--- src/rtl/spi_master_pkg.sv ---
// Shared types, mode constants and the bit-order helper for the SPI master transaction engine.
package spi_master_pkg;

    typedef enum logic [2:0] {
        StIdle  = 3'd0,
        StSetup = 3'd1,
        StLead  = 3'd2,
        StTrail = 3'd3,
        StHold  = 3'd4,
        StDone  = 3'd5
    } state_e;

    localparam logic CPOL0 = 1'b0;
    localparam logic CPOL1 = 1'b1;
    localparam logic CPHA0 = 1'b0;
    localparam logic CPHA1 = 1'b1;

    // Word index touched by transfer bit i, for both the tx fetch and the rx store.
    function automatic logic [31:0] bit_index(input logic [31:0] i, input logic [31:0] len,
                                              input logic lsb_first);
        return lsb_first ? i : len - i;
    endfunction

endpackage

--- src/rtl/spi_master_ctrl_p_if.sv ---
// Register-side request/response bundle of the SPI master; the optional loop input exists only
// when SPI_MASTER_LOOPBACK_EN is defined.
interface spi_master_ctrl_p_if #(
    parameter int unsigned DATA_W = 32,
    parameter int unsigned LEN_W  = 6,
    parameter int unsigned DIV_W  = 4
);
    logic              start;
    logic [LEN_W-1:0]  len;
    logic [DIV_W-1:0]  period;
    logic              cpol;
    logic              cpha;
    logic              lsb_first;
    logic [DATA_W-1:0] tx_data;
    logic [DATA_W-1:0] rx_data;
    logic              busy;
    logic              done;
`ifdef SPI_MASTER_LOOPBACK_EN
    logic              loop;

    modport master (output start, len, period, cpol, cpha, lsb_first, tx_data, loop,
                    input rx_data, busy, done);
    modport slave  (input start, len, period, cpol, cpha, lsb_first, tx_data, loop,
                    output rx_data, busy, done);
`else
    modport master (output start, len, period, cpol, cpha, lsb_first, tx_data,
                    input rx_data, busy, done);
    modport slave  (input start, len, period, cpol, cpha, lsb_first, tx_data,
                    output rx_data, busy, done);
`endif
endinterface

--- src/rtl/spi_half_period_timer.sv ---
// Half-period timer: counts 0..period while enabled and pulses tick on the terminal count.
module spi_half_period_timer #(
    parameter int unsigned DIV_W = 4
) (
    input  logic             clk,
    input  logic             rst,
    input  logic             clr,
    input  logic             en,
    input  logic [DIV_W-1:0] period,
    output logic             tick
);
    logic [DIV_W-1:0] count_q;

    assign tick = en && (count_q == period);

    always_ff @(posedge clk or posedge rst) begin
        if (rst) begin
            count_q <= '0;
        end else if (clr || tick) begin
            count_q <= '0;
        end else if (en) begin
            count_q <= count_q + DIV_W'(1);
        end
    end
endmodule

--- src/rtl/spi_master_ctrl_p.sv ---
// SPI master transaction engine: one full-duplex transfer per accepted start pulse.
// Define SPI_MASTER_LOOPBACK_EN to add the internal MO->receive loopback (ctrl.loop).
module spi_master_ctrl_p
    import spi_master_pkg::*;
#(
    parameter int unsigned DATA_W = 32,
    parameter int unsigned LEN_W  = 6,
    parameter int unsigned DIV_W  = 4
) (
    input  logic               clk,
    input  logic               rst,
    spi_master_ctrl_p_if.slave ctrl,
    output logic               SPI_CLK,
    output logic               SPI_MO,
    input  logic               SPI_MI,
    output logic               SPI_CS_N
);
    localparam int unsigned IDX_W = (DATA_W > 1) ? $clog2(DATA_W) : 1;

    state_e            state_q, state_d;
    logic [DATA_W-1:0] tx_q, rx_sh_q, rx_data_q;
    logic [LEN_W-1:0]  len_q, bit_cnt_q, len_clamp;
    logic [DIV_W-1:0]  period_q;
    logic              cpol_q, cpha_q, lsb_q, mi_q, clk_q, mo_q, cs_n_q;
    logic              clk_d, cs_n_d, tick, tmr_clr, tmr_en, start_acc, last_bit, capture, rx_bit;
    logic [IDX_W-1:0]  idx_first, idx_next, idx_cur;

    assign start_acc = (state_q == StIdle) && ctrl.start;
    assign tmr_clr   = (state_q == StIdle) || (state_q == StDone);
    assign tmr_en    = !tmr_clr;
    assign last_bit  = (bit_cnt_q == len_q);
    assign len_clamp = (32'(ctrl.len) >= DATA_W) ? LEN_W'(DATA_W - 1) : ctrl.len;

    assign idx_first = IDX_W'(bit_index(32'd0, 32'(len_clamp), ctrl.lsb_first));
    assign idx_next  = IDX_W'(bit_index(32'(bit_cnt_q) + 32'd1, 32'(len_q), lsb_q));
    assign idx_cur   = IDX_W'(bit_index(32'(bit_cnt_q), 32'(len_q), lsb_q));

    assign capture = tick && (((state_q == StLead) && (cpha_q == CPHA0)) ||
                              ((state_q == StTrail) && (cpha_q == CPHA1)));

`ifdef SPI_MASTER_LOOPBACK_EN
    logic loop_q;

    always_ff @(posedge clk or posedge rst) begin
        if (rst) begin
            loop_q <= 1'b0;
        end else if (start_acc) begin
            loop_q <= ctrl.loop;
        end
    end

    assign rx_bit = loop_q ? mo_q : mi_q;
`else
    assign rx_bit = mi_q;
`endif

    spi_half_period_timer #(
        .DIV_W(DIV_W)
    ) u_timer (
        .clk   (clk),
        .rst   (rst),
        .clr   (tmr_clr),
        .en    (tmr_en),
        .period(period_q),
        .tick  (tick)
    );

    always_ff @(posedge clk or posedge rst) begin
        if (rst) begin
            state_q <= StIdle;
        end else begin
            state_q <= state_d;
        end
    end

    always_comb begin
        state_d = state_q;
        cs_n_d  = 1'b1;
        clk_d   = cpol_q;
        case (state_q)
            StIdle:  if (ctrl.start) state_d = StSetup;
            StSetup: if (tick) state_d = StLead;
            StLead:  if (tick) state_d = StTrail;
            StTrail: if (tick) state_d = last_bit ? StHold : StLead;
            StHold:  if (tick) state_d = StDone;
            StDone:  state_d = StIdle;
            default: state_d = StIdle;
        endcase
        // Pad outputs are registered from the next state so they line up with the FSM.
        cs_n_d = (state_d == StIdle) || (state_d == StDone);
        if (state_d == StLead) begin
            clk_d = ~cpol_q;
        end else if ((state_q == StIdle) || (state_d == StIdle)) begin
            clk_d = ctrl.cpol;
        end
    end

    always_ff @(posedge clk or posedge rst) begin
        if (rst) begin
            tx_q      <= '0;
            rx_sh_q   <= '0;
            rx_data_q <= '0;
            len_q     <= '0;
            bit_cnt_q <= '0;
            period_q  <= '0;
            cpol_q    <= CPOL0;
            cpha_q    <= CPHA0;
            lsb_q     <= 1'b0;
            mi_q      <= 1'b0;
            clk_q     <= CPOL0;
            mo_q      <= 1'b0;
            cs_n_q    <= 1'b1;
        end else begin
            mi_q   <= SPI_MI;
            clk_q  <= clk_d;
            cs_n_q <= cs_n_d;
            if (start_acc) begin
                tx_q      <= ctrl.tx_data;
                len_q     <= len_clamp;
                period_q  <= ctrl.period;
                cpol_q    <= ctrl.cpol;
                cpha_q    <= ctrl.cpha;
                lsb_q     <= ctrl.lsb_first;
                bit_cnt_q <= '0;
                rx_sh_q   <= '0;
                mo_q      <= ctrl.tx_data[idx_first];
            end
            // MO advances on entry to the next LEAD.
            if ((state_q == StTrail) && tick && !last_bit) begin
                bit_cnt_q <= bit_cnt_q + LEN_W'(1);
                mo_q      <= tx_q[idx_next];
            end
            if (capture) begin
                rx_sh_q[idx_cur] <= rx_bit;
            end
            if ((state_q == StHold) && tick) begin
                rx_data_q <= rx_sh_q;
            end
        end
    end

    assign ctrl.busy    = (state_q != StIdle);
    assign ctrl.done    = (state_q == StDone);
    assign ctrl.rx_data = rx_data_q;
    assign SPI_CLK      = clk_q;
    assign SPI_MO       = mo_q;
    assign SPI_CS_N     = cs_n_q;
endmodule

--- src/flat_wrapper.sv ---
// flat-port wrapper written by rule: the top's interface ports become plain ports
module spi_master_ctrl_p_flat import spi_master_pkg::*;
#(
    parameter int unsigned DATA_W = 32,
    parameter int unsigned LEN_W  = 6,
    parameter int unsigned DIV_W  = 4
)
  (clk, rst, SPI_CLK, SPI_MO, SPI_MI, SPI_CS_N, ctrl_start, ctrl_len, ctrl_period, ctrl_cpol, ctrl_cpha, ctrl_lsb_first, ctrl_tx_data, ctrl_rx_data, ctrl_busy, ctrl_done);
  spi_master_ctrl_p_if #(.DATA_W(DATA_W), .LEN_W(LEN_W), .DIV_W(DIV_W)) ctrl_i ();
  input  logic clk;
  input  logic rst;
  output logic SPI_CLK;
  output logic SPI_MO;
  input  logic SPI_MI;
  output logic SPI_CS_N;
  input wire logic [$bits(ctrl_i.start)-1:0] ctrl_start;
  input wire logic [$bits(ctrl_i.len)-1:0] ctrl_len;
  input wire logic [$bits(ctrl_i.period)-1:0] ctrl_period;
  input wire logic [$bits(ctrl_i.cpol)-1:0] ctrl_cpol;
  input wire logic [$bits(ctrl_i.cpha)-1:0] ctrl_cpha;
  input wire logic [$bits(ctrl_i.lsb_first)-1:0] ctrl_lsb_first;
  input wire logic [$bits(ctrl_i.tx_data)-1:0] ctrl_tx_data;
  output wire logic [$bits(ctrl_i.rx_data)-1:0] ctrl_rx_data;
  output wire logic [$bits(ctrl_i.busy)-1:0] ctrl_busy;
  output wire logic [$bits(ctrl_i.done)-1:0] ctrl_done;
  assign ctrl_i.start = ctrl_start;
  assign ctrl_i.len = ctrl_len;
  assign ctrl_i.period = ctrl_period;
  assign ctrl_i.cpol = ctrl_cpol;
  assign ctrl_i.cpha = ctrl_cpha;
  assign ctrl_i.lsb_first = ctrl_lsb_first;
  assign ctrl_i.tx_data = ctrl_tx_data;
  assign ctrl_rx_data = ctrl_i.rx_data;
  assign ctrl_busy = ctrl_i.busy;
  assign ctrl_done = ctrl_i.done;
  spi_master_ctrl_p #(.DATA_W(DATA_W), .LEN_W(LEN_W), .DIV_W(DIV_W)) u_core (.clk(clk), .rst(rst), .ctrl(ctrl_i), .SPI_CLK(SPI_CLK), .SPI_MO(SPI_MO), .SPI_MI(SPI_MI), .SPI_CS_N(SPI_CS_N));
endmodule
--- config.mk ---
export PLATFORM = sky130hd
export DESIGN_NAME = spi_master_ctrl_p_flat
export DESIGN_NICKNAME = d
export VERILOG_FILES = /design/src/rtl/spi_master_pkg.sv /design/src/rtl/spi_master_ctrl_p_if.sv /design/src/rtl/spi_half_period_timer.sv /design/src/rtl/spi_master_ctrl_p.sv /design/src/flat_wrapper.sv
export SDC_FILE = /design/constraint.sdc
export NUM_CORES = 1
export LEC_CHECK = 0
export CORE_MARGIN = 3
export CORE_UTILIZATION = 50
export DETAILED_ROUTE_END_ITERATION = 12
export MAX_ROUTING_LAYER = met4
export PLACE_DENSITY_LB_ADDON = 0.08
export SYNTH_ARGS = -nofsm -noshare
export SYNTH_HDL_FRONTEND = slang
export SYNTH_SLANG_ARGS = --single-unit
--- constraint.sdc ---
create_clock -name clk -period 4 [get_ports clk]
set_clock_uncertainty 0.2 [all_clocks]
set_input_delay 0.4 -clock clk [delete_from_list [all_inputs] [get_ports clk]]
set_output_delay 0.4 -clock clk [all_outputs]
set_load 0.02 [all_outputs]
==> reports/metrics.csv <==
metric,value,unit
run status,completed,
fill count,983,
Flop pwr share,32.9,%
CTS tree,built,
Pwr Density,773,nW/µm²
Die X,119,µm
site row count,40,
"flops & latches, synth",126,
CP Max Fanout,32,
Final min period,3.12,ns
final setup vio count,0,
max_slew headroom,34.9,%
GRT Overall Usage,21.6,%
Clk pwr share,23.6,%
Sw Share,38.8,%
Psw,2.36,mW
"Clk Latency, worst-skew pair",0.42,ns
first-pass GRT wire length,23700,µm
via count,4624,
async set-or-reset flop fraction in the synthesized netlist,100,%
Worst-Margin Slew,0.975,ns
layout cells sized above 1,22.6,%
share of the yosys chip area belonging to registers,49.8,%
nets,659,
initial DRC count,328,
Peak Freq,320,MHz
Final Total Pwr,6.10,mW
YS warnings,0,
Post-Syn Nets,587,
Crit. End Element,flop,
Post-CTS Setup Inserts,0,
die area,14100,µm²
setup TNS,0,ns
Syn Area/Cell,12.0,µm²
drt pass-1 iters,5,
vias in the first global route,4724,
number of synthesized flops with an enable pin,0,
drt total wl,14000,µm
P_leak,3.37,nW
maximum clock path buffer count,2,
"Hold Vio Cnt, Final",0,
internal power,3.73,mW
Yosys cell types,55,
RSZ-0062 raised after global routing,no,
top_reg_cell synth,dfrtp_1,
Worst Hold Class,primary input to async pin,
Root Driver,clkbuf_16,
per-cell routed wire length,18.0,µm
Worst-path clk slew,0.06,ns
core area,12200,µm²
initial core utilization,51.9,%
DRC Markers,0,
Syn Std Cell Area,6330,µm²
Comb power frac,43.5,%
gr ovfl total,0,
cts bufs inserted,17,
worst endpoint data arrival time,3.17,ns
clock sink count,126,
DRT antenna net count,0,
maximum vdd drop,0.000404,V
Top-Level Pins,86,
Die H,119,µm
final core utilization,64.6,%
Layout area overhead,24.5,%
Syn Inst Count,526,
final slew viol count,0,
pin count of the biggest net entering global routing,78,
Tcrit/Tclk final,78.0,%
Port Buffers,85,
routed vias/inst,5.94,
antenna cells,0,
WP data required,4.05,ns
cts hold-fix bufs,0,
CP Class,flop to flop,
post-CTS resize count,0,
max-cap viol count,0,
initial antenna violation count,0,
H-tree depth,4,
detailed placer's ending HPWL,9840,µm
GPL Wtd Cong,0.879,
startpoint types,flop,
-- worst max-delay path: stages (launching register included) --
cell      delay [ns]
dfrtp_1         0.46
ha_1            0.22
inv_1           0.06
fa_1            0.41
a21o_1          0.19
a21oi_1         0.16
xnor2_1         0.08
nor2_1          0.29
xnor2_2         0.08
buf_4           0.24
o311ai_0        0.41
o41ai_1         0.15
-- cell usage after synthesis (all sizes together), types with 3 or more instances --
cell / n / share of area (%)
o21bai: 3 / 0.36
a21oi: 15 / 1.2
xor2: 10 / 1.4
buf: 15 / 1.2
a221o: 3 / 0.47
nand2b: 6 / 0.59
dfrtp: 125 / 49
nor2: 21 / 1.3
o311ai: 33 / 4.7
nand3: 6 / 0.55
xnor2: 8 / 1.1
o21ai: 22 / 1.7
inv: 16 / 0.95
mux2i: 10 / 1.6
nor2b: 6 / 0.59
clkbuf: 26 / 1.5
nand3b: 4 / 0.47
a22o: 7 / 0.97
ha: 10 / 2.0
nand2: 24 / 1.5
nor3: 4 / 0.32
o41ai: 33 / 4.7
a221oi: 4 / 0.55
mux4: 8 / 2.8
o31ai: 3 / 0.36
mux2: 76 / 14
-- state kept, by name, summed over array words and instances, names as in the netlist, 3 cells and up --
signal / flops
u_core.tx_q: 32
u_core.u_timer.count_q: 4
u_core.bit_cnt_q: 6
u_core.len_q: 6
u_core.state_q: 3
u_core.period_q: 4
u_core.ctrl.rx_data: 32
u_core.rx_sh_q: 32
-- final cells by class --
type	instances	area, µm²	area share [%]
inverter	16	62.6	0.793
clock inverter	10	88.8	1.13
multi-input combinational	343	2960	37.6
timing repair buffer	94	943	12.0
sequential	126	3150	40.0
clock buffer	22	464	5.89
tap	168	210	2.67
-- power by group through the flow --
stage	clock network [mW]	logic [mW]	registers [mW]
after CTS	1.47	2.66	2.01
final	1.44	2.65	2.01
after detailed placement	0	2.65	2.03
after global routing	1.53	2.94	2.06
after global placement	0	2.55	2.01
after floorplan	0	2.09	1.89
-- worst paths after layout --
kind | depth (start not counted) | slack [ns] | start | end
max in group asynchronous | 3 | 2.50 | rst | u_core.SPI_CS_N$_DFF_PP1_
max reg2reg | 11 | 0.88 | u_core.bit_cnt_q[0]$_DFFE_PP0P_ | u_core.rx_sh_q[24]$_DFF_PP0_
min in group clk | 1 | 0.25 | SPI_MI | u_core.mi_q$_DFF_PP0_
max | 11 | 0.88 | u_core.bit_cnt_q[0]$_DFFE_PP0P_ | u_core.rx_sh_q[24]$_DFF_PP0_
min reg2reg | 1 | 0.30 | u_core.ctrl.rx_data[1]$_DFFE_PP0P_ | u_core.ctrl.rx_data[1]$_DFFE_PP0P_
min | 2 | 0.24 | rst | u_core.ctrl.rx_data[7]$_DFFE_PP0P_
-- cell families after synthesis --
group / count (synthesis) / synth area share (%)
mux: 94 / 17.9
xor+xnor: 18 / 2.49
buf+inv: 57 / 3.69
fa+ha+maj: 12 / 2.61
compound gates: 134 / 16.3
flops: 126 / 49.8
simple gates: 85 / 7.17
-- placed cells by master (no fill, tap or decap), types with 4 or more instances in the layout --
| master | netlist | final |
|---|---|---|
| nor3_1 | 4 | 4 |
| nor2b_1 | 6 | 6 |
| o41ai_1 | 32 | 32 |
| nand2b_1 | 6 | 6 |
| mux2i_1 | 10 | 10 |
| mux4_2 | 8 | 8 |
| a22o_1 | 7 | 7 |
| xnor2_1 | 8 | 7 |
| inv_1 | 15 | 14 |
| clkdlybuf4s50_1 | 0 | 85 |
| clkbuf_16 | 0 | 17 |
| nor2_1 | 20 | 20 |
| mux2_2 | 76 | 76 |
| nand3_1 | 5 | 5 |
| o21ai_0 | 22 | 22 |
| nand3b_1 | 4 | 4 |
| nand2_1 | 23 | 22 |
| xor2_1 | 10 | 9 |
| o311ai_0 | 32 | 32 |
| dfrtp_1 | 125 | 125 |
| clkinvlp_4 | 0 | 4 |
| clkinv_2 | 0 | 4 |
| a21oi_1 | 15 | 15 |
| buf_4 | 0 | 7 |
| a221oi_1 | 4 | 4 |
| ha_1 | 10 | 10 |
-- metrics by stage --
step / setup slack (ns) / cells / hold slack, ns / cell area (µm²)
global placement: 1.02 / 747 / 0.283 / 7330
finish: 0.878 / 779 / 0.236 / 7890
CTS: 0.870 / 779 / 0.230 / 7890
detailed placement: 0.896 / 747 / 0.290 / 7330
global route: 0.570 / 779 / 0.231 / 7890
floorplan: 0.0457 / 526 / 0.231 / 6330
-- per-layer routing --
metal	GRT usage [%]	part of all wire, %	wire length (µm)
met4	8.40	1.9	262
met3	4.69	3.7	513
met5	-	0	0
met1	26.4	44	6210
met2	35.3	50	7050
No activity file was read; power rests on OpenSTA's default activity.
